<file path="src/rtl/race_out_buf_pkg.sv">
// rtl/race_out_buf_pkg.sv - shared sample widths for the RACE filter output path
package race_out_buf_pkg;

    localparam int RACE_SAMPLE_SIZE = 16;
    localparam int RACE_SAMPLE_W    = 2 * RACE_SAMPLE_SIZE;
    // Real component occupies the upper half of a packed sample.
    localparam int RACE_REAL_LSB    = RACE_SAMPLE_SIZE;

endpackage

</file>
<file path="src/rtl/race_fifo_mem.sv">
// rtl/race_fifo_mem.sv - simple dual-port register array, sync write / async read
module race_fifo_mem #(
    parameter int DATA_W = 32,
    parameter int ADDR_W = 4,
    parameter int DEPTH  = 16
) (
    input  logic              clk,
    input  logic              we,
    input  logic [ADDR_W-1:0] wr_addr,
    input  logic [DATA_W-1:0] wr_data,
    input  logic [ADDR_W-1:0] rd_addr,
    output logic [DATA_W-1:0] rd_data
);

    logic [DATA_W-1:0] mem [DEPTH];

    always_ff @(posedge clk) begin
        if (we) begin
            mem[wr_addr] <= wr_data;
        end
    end

    assign rd_data = mem[rd_addr];

endmodule

</file>
<file path="src/rtl/race_out_buf.sv">
// rtl/race_out_buf.sv - FWFT output buffer with framing and overflow accounting
module race_out_buf
    import race_out_buf_pkg::*;
#(
    parameter int SAMPLE_SIZE = RACE_SAMPLE_SIZE,
    parameter int DEPTH       = 16,
    parameter int ADDR_W      = 4,
    parameter int FRAME_LEN   = 64,
    parameter int FCNT_W      = 16,
    parameter int DROP_W      = 16
) (
    input  logic                     clk,
    input  logic                     rst,
    input  logic                     clr,
    input  logic                     in_load,
    input  logic                     in_valid,
    input  logic [SAMPLE_SIZE-1:0]   in_real,
    input  logic [SAMPLE_SIZE-1:0]   in_imag,
    output logic                     m_valid,
    input  logic                     m_ready,
    output logic [2*SAMPLE_SIZE-1:0] m_data,
    output logic                     m_last,
    output logic [ADDR_W:0]          level,
    output logic                     ovf,
    output logic [DROP_W-1:0]        drop_cnt
);

    localparam int                SW        = 2 * SAMPLE_SIZE;
    localparam logic [ADDR_W:0]   LEVEL_MAX = (ADDR_W+1)'(DEPTH);
    localparam logic [FCNT_W-1:0] FCNT_LAST = FCNT_W'(FRAME_LEN - 1);

    logic [ADDR_W-1:0] wr_ptr_q, wr_ptr_d;
    logic [ADDR_W-1:0] rd_ptr_q, rd_ptr_d;
    logic [ADDR_W:0]   level_q, level_d;
    logic [FCNT_W-1:0] fcnt_q, fcnt_d;
    logic              ovf_q, ovf_d;
    logic [DROP_W-1:0] drop_q, drop_d;

    logic          push_req;
    logic          pop;
    logic          accept;
    logic          we;
    logic [SW-1:0] rd_data;

    assign m_valid  = (level_q != '0);
    assign pop      = m_valid & m_ready;
    assign push_req = in_load & in_valid;
    // A full FIFO still takes a push when the head leaves in the same cycle.
    assign accept   = push_req & ((level_q != LEVEL_MAX) | pop);
    assign we       = accept & ~clr;

    always_comb begin
        wr_ptr_d = wr_ptr_q;
        rd_ptr_d = rd_ptr_q;
        level_d  = level_q;
        fcnt_d   = fcnt_q;
        ovf_d    = ovf_q;
        drop_d   = drop_q;
        if (clr) begin
            wr_ptr_d = '0;
            rd_ptr_d = '0;
            level_d  = '0;
            fcnt_d   = '0;
            ovf_d    = 1'b0;
            drop_d   = '0;
        end else begin
            if (accept) begin
                wr_ptr_d = wr_ptr_q + 1'b1;
            end
            if (pop) begin
                rd_ptr_d = rd_ptr_q + 1'b1;
                fcnt_d   = (fcnt_q == FCNT_LAST) ? '0 : fcnt_q + 1'b1;
            end
            case ({accept, pop})
                2'b10:   level_d = level_q + 1'b1;
                2'b01:   level_d = level_q - 1'b1;
                default: level_d = level_q;
            endcase
            if (push_req && !accept) begin
                ovf_d = 1'b1;
                if (drop_q != '1) begin
                    drop_d = drop_q + 1'b1;
                end
            end
        end
    end

    always_ff @(posedge clk or posedge rst) begin
        if (rst) begin
            wr_ptr_q <= '0;
            rd_ptr_q <= '0;
            level_q  <= '0;
            fcnt_q   <= '0;
            ovf_q    <= 1'b0;
            drop_q   <= '0;
        end else begin
            wr_ptr_q <= wr_ptr_d;
            rd_ptr_q <= rd_ptr_d;
            level_q  <= level_d;
            fcnt_q   <= fcnt_d;
            ovf_q    <= ovf_d;
            drop_q   <= drop_d;
        end
    end

    race_fifo_mem #(
        .DATA_W (SW),
        .ADDR_W (ADDR_W),
        .DEPTH  (DEPTH)
    ) u_mem (
        .clk     (clk),
        .we      (we),
        .wr_addr (wr_ptr_q),
        .wr_data ({in_real, in_imag}),
        .rd_addr (rd_ptr_q),
        .rd_data (rd_data)
    );

    // Storage is not reset, so the head is masked until a sample is present.
    assign m_data   = m_valid ? rd_data : '0;
    assign m_last   = m_valid & (fcnt_q == FCNT_LAST);
    assign level    = level_q;
    assign ovf      = ovf_q;
    assign drop_cnt = drop_q;

endmodule

</file>
<file path="config.mk">
export PLATFORM = sky130hd
export DESIGN_NAME = race_out_buf
export DESIGN_NICKNAME = d
export VERILOG_FILES = /design/src/rtl/race_out_buf_pkg.sv /design/src/rtl/race_fifo_mem.sv /design/src/rtl/race_out_buf.sv
export SDC_FILE = /design/constraint.sdc
export NUM_CORES = 1
export LEC_CHECK = 0
export ABC_AREA = 1
export CAP_MARGIN = 20
export CELL_PAD_IN_SITES_DETAIL_PLACEMENT = 2
export CELL_PAD_IN_SITES_GLOBAL_PLACEMENT = 2
export CORE_ASPECT_RATIO = 1.75
export CORE_MARGIN = 3
export CORE_UTILIZATION = 39
export CTS_BUF_LIST = sky130_fd_sc_hd__clkbuf_8
export DETAILED_ROUTE_END_ITERATION = 6
export DONT_BUFFER_PORTS = 1
export GPL_TIMING_DRIVEN = 0
export PLACE_DENSITY = 0.81
export SLEW_MARGIN = 25
export SYNTH_ARGS = -nofsm -noshare
export SYNTH_HDL_FRONTEND = slang
export SYNTH_HIERARCHICAL = 1
export SYNTH_SLANG_ARGS = --single-unit
</file>
<file path="constraint.sdc">
create_clock -name clk -period 3.1 [get_ports clk]
set_input_delay 0.31 -clock clk [delete_from_list [all_inputs] [get_ports clk]]
set_output_delay 0.31 -clock clk [all_outputs]
set_load 0.005 [all_outputs]
</file>
==> results.json <==
{
  "max_slew_margin_pct": 37.5,
  "finalInstanceArea_mm2": 0.0295,
  "final-setup-viol-count": 2,
  "seqPwrFrac_pct": 39.7,
  "core_area_mm2": 0.0643,
  "ys_ff_latch": 558,
  "area_delta_synth_final_pct": 16.7,
  "num_rows": 123,
  "numCtsBuffers": 84,
  "finalCriticalPeriod_ns": 3.16,
  "place_inst": 3417,
  "grt_pass1_wl_mm": 152,
  "multi_input_area_mm2": 0.00638,
  "syn_inst": 2573,
  "detail-route-antenna-nets": 0,
  "cts_buffer_depth": 3,
  "worstMarginPinSlew_ns": 0.934,
  "slew_violations": 0,
  "drt_first_pass_iters": 5,
  "post_dp_cell_area_mm2": 0.0273,
  "synthTopCellsByArea": "edfxtp_1 (61%), nand2_1 (12%), nand3_1 (8.4%)",
  "yosysWarnings": 6,
  "max_cap_viol_count": 0,
  "place_hpwl_mm": 68.8,
  "avgRoutedWirePerCell_um": 29.8,
  "p_sw_share_pct": 38.9,
  "skew_ns": 0.0449,
  "fill_cells": 6774,
  "synth.most_common_cell": "nand2_1",
  "pin_count": 94,
  "path_clk_slew_ns": 0.06,
  "synth_seq_area_share_pct": 65.3,
  "synth.largest_area_cell": "edfxtp_1",
  "clk_latency_ns": 0.73,
  "clockPowerShare_pct": 29.0,
  "p_leak_nw": 12.9,
  "status": "finished with violations",
  "criticalPathCategory": "reg2out",
  "drtIter0Drc": 1573,
  "synth_common_cells": "nand2_1 (836), edfxtp_1 (512), inv_1 (460)",
  "worstPathArrival_ns": 2.85,
  "ys_types": 36,
  "clockRootBuffer": "clkbuf_8",
  "finalNetCount": 2793,
  "hold_viol": 0,
  "synth_fp_nets": 2619,
  "max_freq_ghz": 0.317,
  "intPower_mw": 12.9,
  "synth_ff_type": "edfxtp_1",
  "grt_pass1_vias": 23200,
  "p_sw_mw": 8.22,
  "syn_area_per_cell_um2": 9.84,
  "htree_levels": 3,
  "endpoint_kind": "output pin",
  "synth_edf_count": 512,
  "cts_sinks": 558,
  "synth-async-reset-ratio_pct": 8.24,
  "viasPerCell": 5.63,
  "pwr-share-comb_pct": 31.3,
  "drc": 0,
  "layout.cells.non_filler": 3626,
  "overflow": 0,
  "vias": 20400,
  "drt_wl_total_mm": 108,
  "fin_ws_ns": -0.0591,
  "power_mw": 21.1,
  "peakVddDrop_v": 0.000767,
  "dieArea_mm2": 0.0681,
  "cp-start-kind": "register",
  "power_per_cell_area_mw_per_mm2": 715,
  "syn_area_mm2": 0.0253,
  "violations": "setup timing",
  "grt_max_degree": 47,
  "fin_crit_sh_pct": 102,
  "crit_fanout": 10,
  "die_h_um": 343,
  "antenna_found_initial": 5,
  "synth_top_area_share_pct": 60.7,
  "routabilityCongestion": 0.813,
  "grt_use_total_pct": 30.8,
  "numPortBuffers": 0,
  "final-seq-area_mm2": 0.0165,
  "fp.dieW_um": 199,
  "drive_above_1_share_pct": 11.2,
  "start_util_pct": 39.3,
  "cts_tree": "done",
  "hp-class": "in2reg",
  "worstPathRequired_ns": 2.79
}
what timing repair did:
item / in CTS / in global routing
pin swaps: 0 / 9
hold buffers: 39 / 0
resized for setup: 40 / 8
hold endpoints to repair: 571 / 0
buffers inserted: 0 / 18
endpoints found under the setup margin: 32 / 160
flip-flops by register name (all words and copies together) (netlist names):
signal / flops
u_mem/mem: 512
level: 5
fcnt_q: 16
drop_cnt: 16
rd_ptr_q: 4
ovf: 1
wr_ptr_q: 4
worst paths after layout:
check | cells past startpoint | startpoint | end | slack [ns]
max reg2reg | 9 | level[4]$_DFFE_PP0P_ | u_mem/mem[6][20]$_DFFE_PP_ | 0.28
min reg2reg | 2 | fcnt_q[15]$_DFFE_PP0P_ | fcnt_q[15]$_DFFE_PP0P_ | 0.54
max in group asynchronous | 2 | rst | level[3]$_DFFE_PP0P_ | 2.44
min in group asynchronous | 2 | rst | fcnt_q[2]$_DFFE_PP0P_ | 0.19
min | 5 | in_load | level[3]$_DFFE_PP0P_ | 0.09
max | 8 | rd_ptr_q[1]$_DFFE_PP0P_ | m_data[5] | -0.06
routing by layer:
metal  global-route usage [%]  wire length [um]  vias to the layer above
met5                        0                11                        -
met4                     21.8              8500                        2
met3                     4.74              5850                      407
met2                     57.2             58100                      901
met1                     31.0             35700                    10500
li1                         -                 -                     8646
kinds of logic (layout without fill, tap and decap cells):
family | count (synthesis) | after routing | synth area share [%]
and+or+nand+nor | 1370 | 1370 | 23.0
buffers and inverters | 585 | 823 | 10.0
DFF | 558 | 558 | 65.3
AOI/OAI and AO/OA | 42 | 42 | 0.914
xor gates and xnor gates | 10 | 10 | 0.346
adders and majority gates | 8 | 8 | 0.425
other | 0 | 3 | 0
critical path, stage by stage (launching register included):
cell	delay (ns)
dfrtp_1	0.55
buf_4	0.25
clkbuf_2	0.42
nand2_1	0.17
nand3_1	0.12
nand3_1	0.27
nand2_1	0.17
nand2_1	0.09
inv_1	0.10
power groups by stage:
stage               Combinational (mW)  Clock (mW)  Sequential [mW]
global route                      7.03        6.50             8.40
global placement                  5.78           0             8.54
CTS                               6.45        6.10             8.39
floorplan                         3.63           0             8.52
detailed placement                6.16           0             8.55
finish                            6.60        6.13             8.39
layout make-up:
cell class | instances | share of cell area [%]
clock buffers | 95 | 4.42
inverters | 467 | 5.95
well taps | 812 | 3.44
plain buffers | 117 | 2.93
flip-flops and latches | 558 | 55.9
clock inverters | 55 | 0.961
diodes | 3 | 0.0254
multi-input cells | 1430 | 21.6
repair buffers | 89 | 4.76
per-stage QoR:
step                      hold slack (ns)  TNS, ns  utilization [%]  worst slack (ns)
after floorplan                     0.409        0                -             0.100
after global placement              0.410  -969.86             40.9             -2.06
after detailed placement            0.315        0             42.4             0.107
after CTS                          0.0402        0             45.6            0.0366
after global routing                0.115   -0.162             45.9           -0.0395
final                              0.0939  -0.0598             45.9           -0.0591
placed cells by master, fill, tap and decap left out, types with 3 or more instances in the layout:
cell             synthesis  final
a21oi_1                  7      7
buf_1                   17      3
buf_12                   1     11
buf_16                   0     25
buf_2                   48     44
buf_4                    8     28
buf_6                   30     30
clkbuf_2                 0     12
clkbuf_4                 0      6
clkbuf_8                 0     95
clkdlybuf4s15_2          0      5
clkinv_1                 0     13
clkinv_2                 0     10
clkinvlp_4               0      5
dfrtp_1                 46     46
diode_2                  0      3
dlygate4sd3_1            0     39
edfxtp_1               512    512
ha_1                     7      7
inv_1                  460    481
inv_2                    6      6
nand2_1                836    836
nand3_1                425    425
nand3b_1                 3      3
nand4_1                 27     27
nor2_1                  58     42
nor2_2                   3      3
nor2_4                   0     16
nor3_1                   5      5
o21ai_0                 21     21
o21ai_1                  9      9
o21bai_1                 3      3
or2_2                    4      4
xor2_1                   8      8
(Power assumes the default switching activity.)
